--- src/rtl/sw_hex_uart_tx.sv ---
// sw_hex_uart_tx: reports the 16 board switches over a UART tx line as text.
// When the synchronized switch value differs from the last value sent (or on a
// one-cycle `send` request), it transmits four uppercase hex digits plus CR LF,
// 8N1, CLKS_PER_BIT clocks per bit.
// Ports:
//   clk        - system clock, rising edge
//   rst_n      - asynchronous active-low reset
//   sw         - asynchronous switch inputs
//   send       - single-cycle request to report sw even if unchanged
//   tx         - UART serial output, idles high
//   busy       - high while a frame is being transmitted
//   sent_count - completed frames, mod 256
module sw_hex_uart_tx #(
  parameter int unsigned CLKS_PER_BIT = 868,
  parameter int unsigned SYNC_STAGES  = 2
) (
  input  logic        clk,
  input  logic        rst_n,
  input  logic [15:0] sw,
  input  logic        send,
  output logic        tx,
  output logic        busy,
  output logic [7:0]  sent_count
);

  localparam int unsigned TW = (CLKS_PER_BIT > 1) ? $clog2(CLKS_PER_BIT) : 1;
  localparam logic [TW-1:0] BIT_LAST = TW'(CLKS_PER_BIT - 1);
  localparam logic [2:0] LAST_CHAR = 3'd5;

  typedef enum logic [1:0] {
    IDLE,
    START,
    DATA,
    STOP
  } state_e;

  logic [SYNC_STAGES-1:0][15:0] sync_q;
  logic [15:0]  sync_sw;
  logic [15:0]  snapshot_q;
  logic [15:0]  last_sent_q;
  state_e       state_q;
  logic [TW-1:0] timer_q;
  logic [2:0]   bit_idx_q;
  logic [2:0]   char_idx_q;
  logic         tx_q;
  logic         busy_q;
  logic [7:0]   cnt_q;
  logic [7:0]   char_c;
  logic         trigger_c;
  logic [2:0]   next_bit_c;

  function automatic logic [7:0] hex_ascii(input logic [3:0] n);
    if (n < 4'd10) return 8'h30 + {4'h0, n};
    else           return 8'h37 + {4'h0, n};
  endfunction

  // Switch synchronizer; stage 0 captures the raw pins.
  always_ff @(posedge clk or negedge rst_n) begin
    if (!rst_n) sync_q <= '0;
    else        sync_q <= {sync_q[SYNC_STAGES-2:0], sw};
  end

  assign sync_sw    = sync_q[SYNC_STAGES-1];
  assign trigger_c  = (sync_sw != last_sent_q) || send;
  assign next_bit_c = bit_idx_q + 3'd1;

  // Character currently on the wire, chosen from the frozen snapshot.
  always_comb begin
    char_c = 8'h0A;
    unique case (char_idx_q)
      3'd0:    char_c = hex_ascii(snapshot_q[15:12]);
      3'd1:    char_c = hex_ascii(snapshot_q[11:8]);
      3'd2:    char_c = hex_ascii(snapshot_q[7:4]);
      3'd3:    char_c = hex_ascii(snapshot_q[3:0]);
      3'd4:    char_c = 8'h0D;
      default: char_c = 8'h0A;
    endcase
  end

  // Transmit FSM; tx/busy/count are registered and move on state transitions.
  always_ff @(posedge clk or negedge rst_n) begin
    if (!rst_n) begin
      state_q     <= IDLE;
      snapshot_q  <= '0;
      last_sent_q <= '0;
      timer_q     <= '0;
      bit_idx_q   <= '0;
      char_idx_q  <= '0;
      tx_q        <= 1'b1;
      busy_q      <= 1'b0;
      cnt_q       <= '0;
    end else begin
      unique case (state_q)
        IDLE: begin
          if (trigger_c) begin
            snapshot_q  <= sync_sw;
            last_sent_q <= sync_sw;
            state_q     <= START;
            char_idx_q  <= '0;
            timer_q     <= '0;
            busy_q      <= 1'b1;
            tx_q        <= 1'b0;
          end
        end
        START: begin
          if (timer_q == BIT_LAST) begin
            timer_q   <= '0;
            bit_idx_q <= '0;
            state_q   <= DATA;
            tx_q      <= char_c[0];
          end else begin
            timer_q <= timer_q + TW'(1);
          end
        end
        DATA: begin
          if (timer_q == BIT_LAST) begin
            timer_q <= '0;
            if (bit_idx_q == 3'd7) begin
              state_q <= STOP;
              tx_q    <= 1'b1;
            end else begin
              bit_idx_q <= next_bit_c;
              tx_q      <= char_c[next_bit_c];
            end
          end else begin
            timer_q <= timer_q + TW'(1);
          end
        end
        STOP: begin
          if (timer_q == BIT_LAST) begin
            timer_q <= '0;
            if (char_idx_q < LAST_CHAR) begin
              // Next character starts immediately, no idle gap.
              char_idx_q <= char_idx_q + 3'd1;
              state_q    <= START;
              tx_q       <= 1'b0;
            end else begin
              state_q <= IDLE;
              busy_q  <= 1'b0;
              cnt_q   <= cnt_q + 8'd1;
            end
          end else begin
            timer_q <= timer_q + TW'(1);
          end
        end
        default: state_q <= IDLE;
      endcase
    end
  end

  assign tx         = tx_q;
  assign busy       = busy_q;
  assign sent_count = cnt_q;

endmodule

--- config.mk ---
export PLATFORM = sky130hd
export DESIGN_NAME = sw_hex_uart_tx
export DESIGN_NICKNAME = d
export VERILOG_FILES = /design/src/rtl/sw_hex_uart_tx.sv
export SDC_FILE = /design/constraint.sdc
export NUM_CORES = 1
export LEC_CHECK = 0
export ABC_AREA = 0
export CORE_UTILIZATION = 52
export DETAILED_ROUTE_END_ITERATION = 10
export PLACE_DENSITY = 0.72
export SETUP_SLACK_MARGIN = 0.1
export SYNTH_ARGS = -nofsm -noshare
export SYNTH_HDL_FRONTEND = slang
export SYNTH_SLANG_ARGS = --single-unit
--- constraint.sdc ---
create_clock -name clk -period 5.7 [get_ports clk]
set_clock_uncertainty 0.2 [all_clocks]
set_input_delay 1.425 -clock clk [delete_from_list [all_inputs] [get_ports clk]]
set_output_delay 1.425 -clock clk [all_outputs]
set_load 0.02 [all_outputs]
==> results of run 1 <==
layout make-up:
cell class / instances / area (um^2)
inverters: 15 / 56.3
flip-flops and latches: 76 / 1900
fillers: 624 / 2640
well taps: 96 / 120
repair buffers: 29 / 285
clock buffers: 10 / 138
clock inverters: 5 / 35.0
multi-input cells: 255 / 1730
cell usage in the layout (no fill, tap or decap), types with 2 or more instances in the layout:
cell             netlist  routed
nand4_1                3       3
o21ai_0               23      23
o21bai_1               3       3
clkinv_2               0       2
ha_1                  17      17
mux2_2                12      12
buf_4                  3       2
dfrtp_1               75      75
clkdlybuf4s50_1        0      27
inv_2                  2       2
a211oi_1               4       4
nand2_1               41      41
a22o_1                 6       6
inv_6                  0       2
and3_1                 7       7
or3_1                  4       4
nand3b_1               2       2
nand3_1               10      10
inv_1                 13      13
o31ai_1                2       2
and2b_1                2       2
o211ai_1               2       2
clkbuf_8               0      10
nor2_1                18      18
nand2b_1               2       2
nand4b_1               2       2
o2111ai_1              2       2
o21ai_1               13      13
xnor2_1               21      21
nor2b_1                7       7
a21oi_1               12      12
xor2_1                 8       8
a22oi_1                5       5
nor4_1                 3       3
final timing paths:
kind | end | slack [ns] | cells after the start
max | tx | 2.60 | 1
min | sync_sw[10] | 0.15 | 0
max reg2reg | tx | 2.91 | 7
min reg2reg | sync_sw[10] | 0.15 | 0
max in group asynchronous | char_idx_q[0] | 3.70 | 1
min in group asynchronous | sync_sw[8] | 0.99 | 1
sequential cells by signal (all words and copies together), names as in the netlist, 2 cells and up:
| register | cells |
|---|---|
| last_sent_q | 16 |
| bit_idx_q | 3 |
| char_idx_q | 3 |
| timer_q | 10 |
| sync_q | 16 |
| sent_count | 8 |
| state_q | 2 |
| sync_sw | 16 |
kinds of logic (layout without fill, tap and decap cells):
group,Yosys count,in the layout,synth area share [%]
simple gates,112,112,15.6
compound gates,84,84,14.0
flops,76,76,50.3
buf+inv,33,59,3.91
xor+xnor,29,29,6.72
fa+ha+maj,17,17,5.63
mux,13,13,3.84
metrics by stage:
step                      power (mW)  hold WS [ns]  instance area (um^2)  util, %
after floorplan                0.570         0.131                  3780        -
after global placement         0.594         0.132                  4090     59.3
after detailed placement       0.595         0.136                  4090     59.3
after CTS                      0.964         0.153                  4270     61.8
after global routing           0.986         0.152                  4270     61.8
final                          0.954         0.147                  4270     61.8
metal layers:
layer  wire (um)  track usage (%)  vias up
met1        3380             29.3     1246
met4          88             9.84        0
met5           0                0        -
met2        3210             32.0       57
li1            -                -     1321
met3         295             4.36        8
power by group through the flow:
stage                     logic (mW)  clock network, mW  registers (mW)
after CTS                     0.0286              0.380           0.556
after detailed placement      0.0285                  0           0.567
after global placement        0.0282                  0           0.566
final                         0.0275              0.371           0.556
after global routing          0.0309              0.398           0.557
after floorplan              0.00497                  0           0.565
cells in the mapped netlist, types with 3 or more instances:
library cell	instances	area, um^2
clkbuf_1	5	18.8
nor4_1	3	18.8
or3_1	4	25.0
buf_4	3	22.5
and3_1	7	43.8
o21ai_0	23	115
nand4_1	3	18.8
o21ai_1	13	65.1
nor2_1	18	67.6
buf_2	10	50.1
nand3_1	10	50.1
o21bai_1	3	22.5
a21oi_1	12	60.1
xor2_1	8	70.1
nor2b_1	7	43.8
a211oi_1	4	30.0
a22o_1	6	52.6
mux2_2	12	135
inv_1	13	48.8
a22oi_1	5	37.5
nand2_1	41	154
dfrtp_1	75	1880
ha_1	17	213
xnor2_1	21	184
==> results.tsv, run 1 <==
metric	value	unit
number of synthesized flops with an enable pin	0	
Critical Path Slowest Stage Cell	clkdlybuf4s50_1	
sequential area share after synthesis	50.3	%
CP Buf/Inv Count	1	
initial antenna violation count	0	
CP Cell Sequence	clkdlybuf4s50_1	
critical path's top delay family	buffers and inverters	
post_cts resized	0	
global placer's final weighted congestion	0.913	
diodes inserted	0	
# setup viols final	0	
Post-DP HPWL	4970	um
Die Span X	87.3	um
syn nets	400	
TritonRoute pass-1 iters	4	
Initial Util	54.7	%
Async S/R FF share, synth	100	%
CTS tree	built	
nets@finish	422	
Avg WL per Cell	14.4	um
WS Path Type	register to output port	
Tcrit/Tclk final	54.3	%
vias in the first global route	2577	
CP max stage delay	0.59	ns
H-tree Lvls	3	
area of the core	6910	um^2
port buffer count	28	
Cell Area, Synth	3780	um^2
Root Buffer	clkbuf_8	
fraction of layout cells with a size suffix above 1	10.3	%
sw frac	23.1	%
Layout Area Growth over Synthesis	12.9	%
Comb power frac	2.9	%
number of CTS-inserted buffers	9	
internal power	0.733	mW
Min-Delay Path Class	register to register	
Gate Count Post-Synth	364	
status	finished, final reports clean	
Final ANT Viol Nets	0	
# Max-Cap Violations	0	
prevailing post-synth register cell	dfrtp_1	
Worst-Margin Slew	0.918	ns
maximum vdd drop	0.191	mV
cts hold-fix bufs	0	
min Tclk post-route	3.10	ns
CP Launch Point	tx	
Inst Count DP	471	
largest net degree at the start of global routing	77	
Rel. slew slack	38.8	%
I/O Pins	29	
signal arrival time at the worst endpoint	1.47	ns
Die ar.	7610	um^2
DRC viols	0	
Power Density	224	nW/um^2
final hold vios	0	
Leak	1.78	nW
share of total power in the clock network	38.9	%
row cnt	30	
CTS Sinks	76	
Slew Limit Fails	0	
CP endpoint kind	output port	
DIE HEIGHT	87.3	um
wirelength, routed	6980	um
Reg power frac	58.2	%
Via density	5.42	
wire length of the first global-routing pass	12000	um
P_sw	0.220	mW
Clk Latency, worst-skew pair	0.35	ns
Tot GR Track Use	21.1	%
Worst Setup Slack, final	2.60	ns
RSZ-0062 raised after global routing	no	
reg-to-reg startpoint	last_sent_q[11]	
final non-filler cell total	486	
Clock Pin Slew Worst Setup and Hold Paths	0.09	ns
Synth Area per Inst	10.4	um^2
CP startpoint kind	register	
WP data required	4.07	ns
gr ovfl total	0	
Ys Warns	0	
DR vias	2632	
Yosys reg bits	76	
fmax	0.323	GHz
synth unique cells	57	
initial DRC count	128	
crit-path max FO	2	
HP Start	sync_q[10]	
setup slack after placement	2.33	ns
CTS max path bufs	2	
Final TNS setup	0	ns
Post-CTS Setup Bufs	0	
No activity file was read; power rests on OpenSTA's default activity.
==> run 2, diff against run 1 <==
--- a/config.mk
+++ b/config.mk
@@ -8,7 +8,7 @@
 export ABC_AREA = 0
 export CORE_UTILIZATION = 52
 export DETAILED_ROUTE_END_ITERATION = 10
-export PLACE_DENSITY = 0.72
+export PLACE_DENSITY = 0.75
 export SETUP_SLACK_MARGIN = 0.1
 export SYNTH_ARGS = -nofsm -noshare
 export SYNTH_HDL_FRONTEND = slang
==> constraint.sdc (replaced) <==
create_clock -name clk -period 2.7 [get_ports clk]
set_clock_uncertainty 0.2 [all_clocks]
set_input_delay 0.675 -clock clk [delete_from_list [all_inputs] [get_ports clk]]
set_output_delay 0.675 -clock clk [all_outputs]
set_load 0.02 [all_outputs]
==> run 2 against run 1 <==
  * Worst setup slack got worse by 2.4 ns
  * Clock-buffer cell count fell by 1
  * Flip-flop and latch count did not move
  * Routed wire length rose by 4.4%
  * Sequential share of layout area fell by 1.2 points
  * Die area did not move
  * Sequential power rose by 110%
  * Core utilization rose by 1.7 points
  * Via count rose by 4.5%
  * Final area rose by 2.8%
  * Worst hold slack got worse by 0.10 ns
  * Largest cell class unchanged
==> results.tsv, run 2 (same netlist as run 1, synthesis figures left out) <==
metric	value	unit	change
status	finished, final reports clean		
WS Path Type	register to register		
Avg WL per Cell	14.8	um	+2.9%
Final ANT Viol Nets	0		unchanged
internal power	1.71	mW	+130%
Clock Pin Slew Worst Setup and Hold Paths	0.08	ns	about the same
min Tclk post-route	2.45	ns	
Reg2Reg Setup Slack	0.25	ns	-2.66 ns
CTS tree	built		
Tot GR Track Use	21.4	%	+0.29 points
global routing usage on met1	28.7	%	-0.58 points
Rel. slew slack	74.5	%	+36 points
Initial Util	54.7	%	unchanged
# setup viols final	0		unchanged
area of the core	6910	um^2	unchanged
Die ar.	7610	um^2	unchanged
P_sw	0.459	mW	+110%
Final TNS setup	0	ns	unchanged
total power after layout	2.17	mW	+130%
initial antenna violation count	0		unchanged
nets@finish	429		+1.7%
row cnt	30		unchanged
WP data required	2.74	ns	-1.33 ns
RSZ-0062 raised after global routing	no		
signal arrival time at the worst endpoint	2.50	ns	+1.03 ns
DIE HEIGHT	87.3	um	unchanged
global placer's final weighted congestion	1.00		+9.9%
DR vias	2750		+4.5%
gr ovfl total	0		unchanged
commonest non-fill, non-tap cell in the layout	dfrtp_1		
wirelength, routed	7280	um	+4.4%
met3 Track Usage GR	5.40	%	+1.0 points
Tcrit/Tclk final	90.9	%	
wire length of the first global-routing pass	12200	um	+1.6%
Min-Delay Path Class	primary input to async pin		
number of CTS-inserted buffers	9		unchanged
fmax	0.408	GHz	
met2 usage	33.0	%	+0.99 points
CTS Sinks	76		unchanged
H-tree Lvls	3		unchanged
CTS max path bufs	2		unchanged
most frequent cells in the layout	75 x dfrtp_1, 41 x nand2_1, 27 x clkdlybuf4s50_1		
CP endpoint kind	register		
initial DRC count	212		+66%
Via density	5.58		+3.0%
vias in the first global route	2592		+0.58%
Comb power frac	2.9	%	about the same
Layout Area Growth over Synthesis	16.0	%	
Worst-Margin Slew	0.383	ns	-0.535 ns
Fin Hold WS	0.0419	ns	-0.105 ns
fraction of layout cells with a size suffix above 1	11.8	%	+1.6 points
port buffer count	28		unchanged
# Max-Cap Violations	0		unchanged
share of total power in the clock network	43.1	%	+4.2 points
grt peak-use layer	met2		
maximum vdd drop	0.358	mV	+88%
Power Density	495	nW/um^2	+120%
final hold vios	0		unchanged
sw frac	21.2	%	-1.9 points
filler cell count	592		-5.1%
Root Buffer	clkbuf_8		
Post-DP HPWL	5170	um	+4.0%
diodes inserted	0		unchanged
post_cts resized	0		unchanged
Die Span X	87.3	um	unchanged
Clk Latency, worst-skew pair	0.35	ns	about the same
largest net degree at the start of global routing	50		-35%
TritonRoute pass-1 iters	4		unchanged
Reg power frac	54.1	%	-4.1 points
Leak	1.83	nW	+3.0%
I/O Pins	29		unchanged
CP startpoint kind	register		
crit-path max FO	5		+3
Slew Limit Fails	0		unchanged
DRC viols	0		unchanged
## run 2: changes by cell type in the layout (fill, tap and decap cells not counted), sizes merged
| cell | before | now |
|---|---|---|
| clkbuf | 10 | 9 |
| bufinv | 0 | 2 |
| clkinv | 2 | 1 |
| clkinvlp | 1 | 2 |
| inv | 17 | 16 |
| buf | 2 | 9 |
## run 2: worst max-delay path: stages (launching register included)
cell	delay, ns
dfrtp_1	0.39
ha_1	0.19
nor2b_1	0.20
nor4b_4	0.24
and4b_4	0.31
and3_1	0.29
and4_4	0.29
nand3_1	0.10
xnor2_1	0.14
## run 2: final timing paths
kind,startpoint,endpoint,cells after the start
max in group asynchronous,rst_n,sync_sw[5],2
setup reg to reg,timer_q[0],sent_count[5],8
min in group clk,sync_q[1],sync_sw[1],0
setup / recovery,timer_q[0],sent_count[5],8
hold reg to reg,sync_q[1],sync_sw[1],0
hold / removal,rst_n,sync_sw[13],1
## run 2: final cells by class
type                            instances  area (um^2)  area share [%]
Sequential cell                        76         1900            43.4
Inverter                               15         56.3            1.28
Multi-Input combinational cell        255         1730            39.4
Clock buffer                            9          124            2.83
Timing Repair Buffer                   36          363            8.28
Tap cell                               96          120            2.74
Clock inverter                          6         88.8            2.03
## run 2: stage by stage
| stage | worst slack, ns | cells | cell area (um^2) | util, % |
|---|---|---|---|---|
| 2_1_floorplan | 0.490 | 364 | 3780 | - |
| 3_3_place_gp | 0.326 | 476 | 4160 | 60.2 |
| 3_5_place_dp | 0.260 | 476 | 4160 | 60.2 |
| 4_1_cts | 0.211 | 491 | 4370 | 63.3 |
| 5_1_grt | 0.132 | 493 | 4380 | 63.5 |
| 6_report | 0.246 | 493 | 4380 | 63.5 |
## run 2: per-layer routing
metal	wire (um)	vias to the layer above
met5	0	-
met3	320	14
li1	-	1326
met1	3470	1348
met2	3360	62
met4	134	0
## run 2: what timing repair did
action,CTS,global route
setup endpoints to repair,0,1
setup buffers,0,2
hold buffers,0,0
## run 2: power groups by stage
stage / sequential [mW] / combinational (mW) / clock [mW]
after global placement: 1.19 / 0.0627 / 0
after detailed placement: 1.20 / 0.0643 / 0
final: 1.17 / 0.0620 / 0.935
after CTS: 1.17 / 0.0647 / 0.963
after global routing: 1.18 / 0.0694 / 1.01
after floorplan: 1.19 / 0.0105 / 0
